[src/rtl/shift_mark_sram_mux_pkg.sv]
// Shared definitions for the shift/mark SRAM request mux: client ids, arbiter states, defaults.
package shift_mark_sram_mux_pkg;

  localparam int unsigned SRAM_ADDR_WIDTH_DEF = 19;
  localparam int unsigned SRAM_DATA_WIDTH_DEF = 72;
  localparam int unsigned TAG_DEPTH_BITS_DEF  = 3;

  localparam logic CLI_SHI = 1'b0;
  localparam logic CLI_MRK = 1'b1;

  typedef enum logic [2:0] {
    IDLE     = 3'b001,
    ISSUE    = 3'b010,
    WAIT_ACK = 3'b100
  } arb_state_t;

  // Round-robin choice over {mrk, shi} pending bits; ptr names the favoured client.
  function automatic logic rr_pick(input logic [1:0] pend, input logic ptr);
    if (pend[0] && pend[1]) return ptr;
    else if (pend[1])       return CLI_MRK;
    else                    return CLI_SHI;
  endfunction

endpackage

[src/rtl/shift_mark_sram_mux_tag_fifo.sv]
// Small first-word-fallthrough FIFO; used to remember which client owns each outstanding read.
module fallthrough_small_fifo_old #(
  parameter int unsigned WIDTH          = 1,
  parameter int unsigned MAX_DEPTH_BITS = 3
) (
  input  logic             clk,
  input  logic             reset,
  input  logic [WIDTH-1:0] din,
  input  logic             wr_en,
  input  logic             rd_en,
  output logic [WIDTH-1:0] dout,
  output logic             full,
  output logic             empty
);

  localparam int unsigned DEPTH = 1 << MAX_DEPTH_BITS;
  localparam logic [MAX_DEPTH_BITS:0] FULL_CNT = (MAX_DEPTH_BITS+1)'(DEPTH);

  logic [WIDTH-1:0]          mem [DEPTH];
  logic [MAX_DEPTH_BITS-1:0] wr_ptr;
  logic [MAX_DEPTH_BITS-1:0] rd_ptr;
  logic [MAX_DEPTH_BITS:0]   depth;
  logic                      do_wr;
  logic                      do_rd;

  assign empty = (depth == '0);
  assign full  = (depth == FULL_CNT);
  assign dout  = mem[rd_ptr];
  assign do_rd = rd_en && !empty;
  assign do_wr = wr_en && (!full || do_rd);

  always_ff @(posedge clk) begin
    if (do_wr) mem[wr_ptr] <= din;
  end

  always_ff @(posedge clk) begin
    if (reset) begin
      wr_ptr <= '0;
      rd_ptr <= '0;
      depth  <= '0;
    end else begin
      if (do_wr) wr_ptr <= wr_ptr + MAX_DEPTH_BITS'(1);
      if (do_rd) rd_ptr <= rd_ptr + MAX_DEPTH_BITS'(1);
      case ({do_wr, do_rd})
        2'b10:   depth <= depth + (MAX_DEPTH_BITS+1)'(1);
        2'b01:   depth <= depth - (MAX_DEPTH_BITS+1)'(1);
        default: depth <= depth;
      endcase
    end
  end

endmodule

[src/rtl/shift_mark_sram_mux.sv]
// Merges shift and mark client SRAM requests onto one rd/wr port pair with per-direction
// round-robin arbitration; read returns are routed back in order via a client-id tag FIFO.
module shift_mark_sram_mux
  import shift_mark_sram_mux_pkg::*;
#(
  parameter int unsigned SRAM_ADDR_WIDTH = 19,
  parameter int unsigned SRAM_DATA_WIDTH = 72,
  parameter int unsigned TAG_DEPTH_BITS  = 3
) (
  input  logic                       clk,
  input  logic                       reset,
  input  logic                       rd_shi_req,
  input  logic [SRAM_ADDR_WIDTH-1:0] rd_shi_addr,
  output logic                       rd_shi_ack,
  output logic                       rd_shi_vld,
  output logic [SRAM_DATA_WIDTH-1:0] rd_shi_data,
  input  logic                       wr_shi_req,
  input  logic [SRAM_ADDR_WIDTH-1:0] wr_shi_addr,
  input  logic [SRAM_DATA_WIDTH-1:0] wr_shi_data,
  output logic                       wr_shi_ack,
  input  logic                       rd_mrk_req,
  input  logic [SRAM_ADDR_WIDTH-1:0] rd_mrk_addr,
  output logic                       rd_mrk_ack,
  output logic                       rd_mrk_vld,
  output logic [SRAM_DATA_WIDTH-1:0] rd_mrk_data,
  input  logic                       wr_mrk_req,
  input  logic [SRAM_ADDR_WIDTH-1:0] wr_mrk_addr,
  input  logic [SRAM_DATA_WIDTH-1:0] wr_mrk_data,
  output logic                       wr_mrk_ack,
  output logic                       rd_req,
  output logic [SRAM_ADDR_WIDTH-1:0] rd_addr,
  input  logic                       rd_ack,
  input  logic [SRAM_DATA_WIDTH-1:0] rd_data,
  input  logic                       rd_vld,
  output logic                       wr_req,
  output logic [SRAM_ADDR_WIDTH-1:0] wr_addr,
  output logic [SRAM_DATA_WIDTH-1:0] wr_data,
  input  logic                       wr_ack,
  output logic                       proto_err
);

  localparam int unsigned AW = SRAM_ADDR_WIDTH;
  localparam int unsigned DW = SRAM_DATA_WIDTH;

  // ---------------- read side ----------------
  logic [1:0]    rd_req_v;
  logic [AW-1:0] rd_in_addr [2];
  logic [1:0]    rd_pend;
  logic [AW-1:0] rd_pend_addr [2];
  arb_state_t    rd_state;
  logic          rd_ptr;
  logic          rd_gnt;
  logic          rd_pick;
  logic          rd_start;
  logic [1:0]    rd_clr;
  logic          rd_err_evt;

  logic tag_push, tag_pop, tag_dout, tag_full, tag_empty;

  assign rd_req_v      = {rd_mrk_req, rd_shi_req};
  assign rd_in_addr[0] = rd_shi_addr;
  assign rd_in_addr[1] = rd_mrk_addr;
  assign tag_push      = (rd_state == WAIT_ACK) && rd_ack;
  assign tag_pop       = rd_vld && !tag_empty;

  always_comb begin
    rd_pick    = rr_pick(rd_pend, rd_ptr);
    rd_start   = (rd_state == IDLE) && (|rd_pend) && !tag_full;
    rd_clr     = tag_push ? (2'b01 << rd_gnt) : 2'b00;
    rd_err_evt = (|(rd_req_v & rd_pend)) || (rd_vld && tag_empty);
  end

  always_ff @(posedge clk) begin
    if (!reset) begin
      rd_pend     <= '0;
      for (int unsigned i = 0; i < 2; i++) rd_pend_addr[i] <= '0;
      rd_state    <= IDLE;
      rd_ptr      <= CLI_SHI;
      rd_gnt      <= CLI_SHI;
      rd_req      <= 1'b0;
      rd_addr     <= '0;
      rd_shi_ack  <= 1'b0;
      rd_mrk_ack  <= 1'b0;
      rd_shi_vld  <= 1'b0;
      rd_mrk_vld  <= 1'b0;
      rd_shi_data <= '0;
      rd_mrk_data <= '0;
    end else begin
      rd_shi_ack <= 1'b0;
      rd_mrk_ack <= 1'b0;
      rd_shi_vld <= 1'b0;
      rd_mrk_vld <= 1'b0;

      for (int unsigned i = 0; i < 2; i++) begin
        if (rd_clr[i]) begin
          rd_pend[i] <= 1'b0;
        end else if (rd_req_v[i] && !rd_pend[i]) begin
          rd_pend[i]      <= 1'b1;
          rd_pend_addr[i] <= rd_in_addr[i];
        end
      end

      case (rd_state)
        IDLE: begin
          if (rd_start) begin
            rd_gnt   <= rd_pick;
            rd_ptr   <= ~rd_pick;
            rd_req   <= 1'b1;
            rd_addr  <= rd_pend_addr[rd_pick];
            rd_state <= ISSUE;
          end
        end
        ISSUE: begin
          rd_req   <= 1'b0;
          rd_state <= WAIT_ACK;
        end
        WAIT_ACK: begin
          if (rd_ack) begin
            if (rd_gnt == CLI_MRK) rd_mrk_ack <= 1'b1;
            else                   rd_shi_ack <= 1'b1;
            rd_state <= IDLE;
          end
        end
        default: rd_state <= IDLE;
      endcase

      if (tag_pop) begin
        if (tag_dout == CLI_MRK) begin
          rd_mrk_vld  <= 1'b1;
          rd_mrk_data <= rd_data;
        end else begin
          rd_shi_vld  <= 1'b1;
          rd_shi_data <= rd_data;
        end
      end
    end
  end

  fallthrough_small_fifo_old #(
    .WIDTH          (1),
    .MAX_DEPTH_BITS (TAG_DEPTH_BITS)
  ) u_tag_fifo (
    .clk   (clk),
    .reset (~reset),
    .din   (rd_gnt),
    .wr_en (tag_push),
    .rd_en (tag_pop),
    .dout  (tag_dout),
    .full  (tag_full),
    .empty (tag_empty)
  );

  // ---------------- write side ----------------
  logic [1:0]    wr_req_v;
  logic [AW-1:0] wr_in_addr [2];
  logic [DW-1:0] wr_in_data [2];
  logic [1:0]    wr_pend;
  logic [AW-1:0] wr_pend_addr [2];
  logic [DW-1:0] wr_pend_data [2];
  arb_state_t    wr_state;
  logic          wr_ptr;
  logic          wr_gnt;
  logic          wr_pick;
  logic          wr_start;
  logic [1:0]    wr_clr;
  logic          wr_err_evt;

  assign wr_req_v      = {wr_mrk_req, wr_shi_req};
  assign wr_in_addr[0] = wr_shi_addr;
  assign wr_in_addr[1] = wr_mrk_addr;
  assign wr_in_data[0] = wr_shi_data;
  assign wr_in_data[1] = wr_mrk_data;

  always_comb begin
    wr_pick    = rr_pick(wr_pend, wr_ptr);
    wr_start   = (wr_state == IDLE) && (|wr_pend);
    wr_clr     = ((wr_state == WAIT_ACK) && wr_ack) ? (2'b01 << wr_gnt) : 2'b00;
    wr_err_evt = |(wr_req_v & wr_pend);
  end

  always_ff @(posedge clk) begin
    if (!reset) begin
      wr_pend    <= '0;
      for (int unsigned i = 0; i < 2; i++) begin
        wr_pend_addr[i] <= '0;
        wr_pend_data[i] <= '0;
      end
      wr_state   <= IDLE;
      wr_ptr     <= CLI_SHI;
      wr_gnt     <= CLI_SHI;
      wr_req     <= 1'b0;
      wr_addr    <= '0;
      wr_data    <= '0;
      wr_shi_ack <= 1'b0;
      wr_mrk_ack <= 1'b0;
    end else begin
      wr_shi_ack <= 1'b0;
      wr_mrk_ack <= 1'b0;

      for (int unsigned i = 0; i < 2; i++) begin
        if (wr_clr[i]) begin
          wr_pend[i] <= 1'b0;
        end else if (wr_req_v[i] && !wr_pend[i]) begin
          wr_pend[i]      <= 1'b1;
          wr_pend_addr[i] <= wr_in_addr[i];
          wr_pend_data[i] <= wr_in_data[i];
        end
      end

      case (wr_state)
        IDLE: begin
          if (wr_start) begin
            wr_gnt   <= wr_pick;
            wr_ptr   <= ~wr_pick;
            wr_req   <= 1'b1;
            wr_addr  <= wr_pend_addr[wr_pick];
            wr_data  <= wr_pend_data[wr_pick];
            wr_state <= ISSUE;
          end
        end
        ISSUE: begin
          wr_req   <= 1'b0;
          wr_state <= WAIT_ACK;
        end
        WAIT_ACK: begin
          if (wr_ack) begin
            if (wr_gnt == CLI_MRK) wr_mrk_ack <= 1'b1;
            else                   wr_shi_ack <= 1'b1;
            wr_state <= IDLE;
          end
        end
        default: wr_state <= IDLE;
      endcase
    end
  end

  // Protocol errors from both directions fold into one sticky flag.
  always_ff @(posedge clk) begin
    if (!reset) proto_err <= 1'b0;
    else if (rd_err_evt || wr_err_evt) proto_err <= 1'b1;
  end

endmodule

[config.mk]
export PLATFORM = sky130hd
export DESIGN_NAME = shift_mark_sram_mux
export DESIGN_NICKNAME = d
export VERILOG_FILES = /design/src/rtl/shift_mark_sram_mux_pkg.sv /design/src/rtl/shift_mark_sram_mux_tag_fifo.sv /design/src/rtl/shift_mark_sram_mux.sv
export SDC_FILE = /design/constraint.sdc
export NUM_CORES = 1
export LEC_CHECK = 0
export BUFFER_PORTS_ARGS = -buffer_cell sky130_fd_sc_hd__buf_2
export CAP_MARGIN = 20
export CORE_AREA = 2 2 220 222
export CTS_CLUSTER_SIZE = 30
export DETAILED_ROUTE_END_ITERATION = 16
export DIE_AREA = 0 0 222 224
export PLACE_DENSITY = 0.67
export SLEW_MARGIN = 25
export SYNTH_ARGS = -nofsm -noshare
export SYNTH_HDL_FRONTEND = slang
export SYNTH_SLANG_ARGS = --single-unit
[constraint.sdc]
create_clock -name clk -period 12.2 [get_ports clk]
set_clock_uncertainty 0.15 [all_clocks]
set_input_delay 1.22 -clock clk [delete_from_list [all_inputs] [get_ports clk]]
set_output_delay 1.22 -clock clk [all_outputs]
set_load 0.1 [all_outputs]
==> results.json <==
{
  "core_area_um2": 47300,
  "use_met1": 0.234,
  "tightestPinTransition_ps": 1030,
  "gp_congestion": 0.824,
  "cts_sinks": 518,
  "drcViolationCount": 0,
  "r2r_end": "wr_data[17]$_SDFFE_PN0P_",
  "fin_setup_tns_ps": 0,
  "synth_top_area_frac": 0.350,
  "synth_seq_cells": 518,
  "ys_async_sr_fraction": 0,
  "worstPathMaxFanout": 80,
  "peakVddDrop_uv": 124,
  "hp-start": "rd_shi_data[71]$_SDFFE_PN0P_",
  "syn_to_final_growth_pct": 25.4,
  "hold_class": "reg2reg",
  "boundaryPins": 564,
  "die_area_um2": 49700,
  "fill_cells": 4191,
  "grt_max_degree": 135,
  "ant_nets": 0,
  "syn-num-nets": 1925,
  "drv_slew": 0,
  "finalInstanceArea_um2": 24500,
  "ctsResizeCount": 0,
  "reg2reg_from": "wr_state[0]$_SDFFE_PN1P_",
  "synth-edff-count": 228,
  "rows": 80,
  "grt_pass1_wl_mm": 78.5,
  "ctsLongestPathBuffers": 3,
  "first_global_vias": 14100,
  "synth_flop_cell": "dfxtp_1",
  "grtUsageTotal": 0.199,
  "drtPass1Iterations": 10,
  "clk_latency_ps": 600,
  "fin_ws_ps": 9000,
  "setup_viol": 0,
  "vias": 14300,
  "io_buffers": 563,
  "yosysWarnings": 0,
  "cts_buffers": 53,
  "reg2reg_setup_slack_ps": 9000,
  "cp.arrival_ps": 3550,
  "post-route-period-util": 0.262,
  "dieWidth_um": 222,
  "vias_per_cell": 5.10,
  "final_nets": 2440,
  "synth.most_common_cell": "dfxtp_1",
  "crit_path_start_kind": "flip-flop",
  "startpoint": "wr_state[0]$_SDFFE_PN1P_",
  "cap_violations": 0,
  "yosysSeqAreaShare": 0.647,
  "power_density_nw_per_um2": 172,
  "postSynthAreaPerCell_um2": 12.1,
  "cts_setup_buffers": 0,
  "rsz0062_at_grt": "no",
  "fp.dieH_um": 224,
  "end_kind": "flip-flop",
  "antenna_found_initial": 23,
  "syn_area_um2": 19600,
  "netlist_instances": 1621,
  "cts_tree": "built",
  "grt_util_met3": 0.0731,
  "synthTopCellsByArea": "edfxtp_1 (35%), dfxtp_1 (30%), mux2i_1 (8.9%), and2_1 (7.1%), a222oi_1 (4.7%)",
  "post_route_cells_drive_above_1_share": 0.309,
  "place_area_um2": 22800,
  "grt-ovfl-total": 0,
  "busiest_layer": "met2",
  "start_util": 0.413,
  "r2r_cells": 5,
  "crit_path_end": "wr_data[17]$_SDFFE_PN0P_",
  "pre_cts_slack_ps": 8280,
  "synth.distinct_cells": 52,
  "dp_hpwl_mm": 34.4,
  "yosysTopAreaCell": "edfxtp_1",
  "hold_slack_ps": 302,
  "min_period_ps": 3200,
  "cts-root-buf": "clkbuf_16",
  "timing.fmax_mhz": 312,
  "met2_usage": 0.341,
  "synth_common_cells": "dfxtp_1 (290), edfxtp_1 (228), nand2_1 (223), and2_1 (222), mux2i_1 (174)",
  "worst-setup-path-type": "reg2reg",
  "clk_pin_slew_worst_paths_ps": 60,
  "critical_path_required_ps": 12550,
  "cts_hold_buf": 0,
  "cts_max_level": 2,
  "routed_wl_mm": 51.4,
  "hold_viol_final": 0,
  "wl_per_cell_um": 18.3,
  "outcome": "finished, final reports clean",
  "drtIter0Drc": 1009,
  "slew_headroom": 0.311,
  "p_leak_nw": 11.0
}
[layout by cell type, fill, tap and decap left out, types with 2 or more instances in the layout]
cell type,count
buf_2,562
dfxtp_1,290
edfxtp_1,228
nand2_1,223
and2_1,222
mux2i_1,174
nor2_1,137
a222oi_1,92
clkbuf_16,54
clkbuf_1,21
a211oi_1,20
buf_4,16
diode_2,13
a21oi_1,13
nand2b_1,11
o21ai_0,9
nor3_1,9
inv_1,7
clkbuf_8,7
clkinv_2,7
clkinv_1,6
nor2b_1,4
xor2_1,4
o211ai_1,4
a31oi_1,3
and3_1,3
nand3_1,3
ha_1,3
buf_6,3
nand3b_1,2
nor4_1,2
o21ai_2,2
o31ai_1,2
o21ai_1,2
buf_16,2
[registers in the layout (all words and copies together), names as in the netlist, 4 cells and up, named ones only]
| name | flops |
|---|---|
| rd_pend_addr | 38 |
| u_tag_fifo.depth | 4 |
| rd_addr | 19 |
| u_tag_fifo.mem | 8 |
| wr_data | 72 |
| wr_addr | 19 |
| wr_pend_addr | 38 |
| wr_pend_data | 144 |
| rd_shi_data | 72 |
| rd_mrk_data | 72 |
[layer usage]
| metal | up-vias | part of all wire |
|---|---|---|
| met5 | - | 0.0023 |
| met4 | 18 | 0.022 |
| met3 | 90 | 0.097 |
| met2 | 563 | 0.49 |
| met1 | 6850 | 0.39 |
| li1 | 6809 | - |
[cell families (layout without fill, tap and decap cells)]
kind of cell,Yosys count,after routing,synth area share
fa+ha+maj,3,3,0.00192
compound gates,160,160,0.0723
mux,174,174,0.0890
xor+xnor,5,5,0.00224
buf+inv,131,690,0.0313
simple gates,630,630,0.157
flops,518,518,0.647
other cells,0,13,0
[where the power goes]
group          switching [mW]  internal [mW]
clock network           0.663          0.882
logic                   0.525          0.158
registers              0.0498           1.93
total                    1.24           2.97
[through the flow]
stage          power [mW]  std cells   util
3_5_place_dp         2.70       2694  0.481
2_1_floorplan        2.54       1621      -
5_1_grt              4.37       2804  0.518
6_report             4.21       2808  0.518
3_3_place_gp         2.69       2694  0.481
4_1_cts              4.25       2793  0.516
[how the worst min path moves through the flow]
stage                                              end  cells after the start
final                     rd_shi_data[71]$_SDFFE_PN0P_                      2
after global placement    rd_shi_data[27]$_SDFFE_PN0P_                      2
after floorplan                wr_pend[1]$_SDFFE_PP0P_                      1
after global routing      rd_shi_data[21]$_SDFFE_PN0P_                      2
after detailed placement  rd_shi_data[71]$_SDFFE_PN0P_                      2
after CTS                 rd_shi_data[17]$_SDFFE_PN0P_                      2
[critical path, stage by stage (launching register included)]
cell and delay (ps):
dfxtp_1 420, or3b_1 460, nor3b_2 770, buf_4 860, a222oi_1 180, nor2_1 140
[cell type report]
type                    instances  area (um2)  share of cell area
multi-input cells             972        6360               0.259
well taps                     615         769              0.0314
clock buffers                  82        1530              0.0622
diodes                         13        32.5             0.00133
repair buffers                583        3020               0.123
flip-flops and latches        518       12700               0.516
inverters                       8        32.5             0.00133
clock inverters                17         135             0.00551
Note: power is estimated with default switching activity, not from simulation.
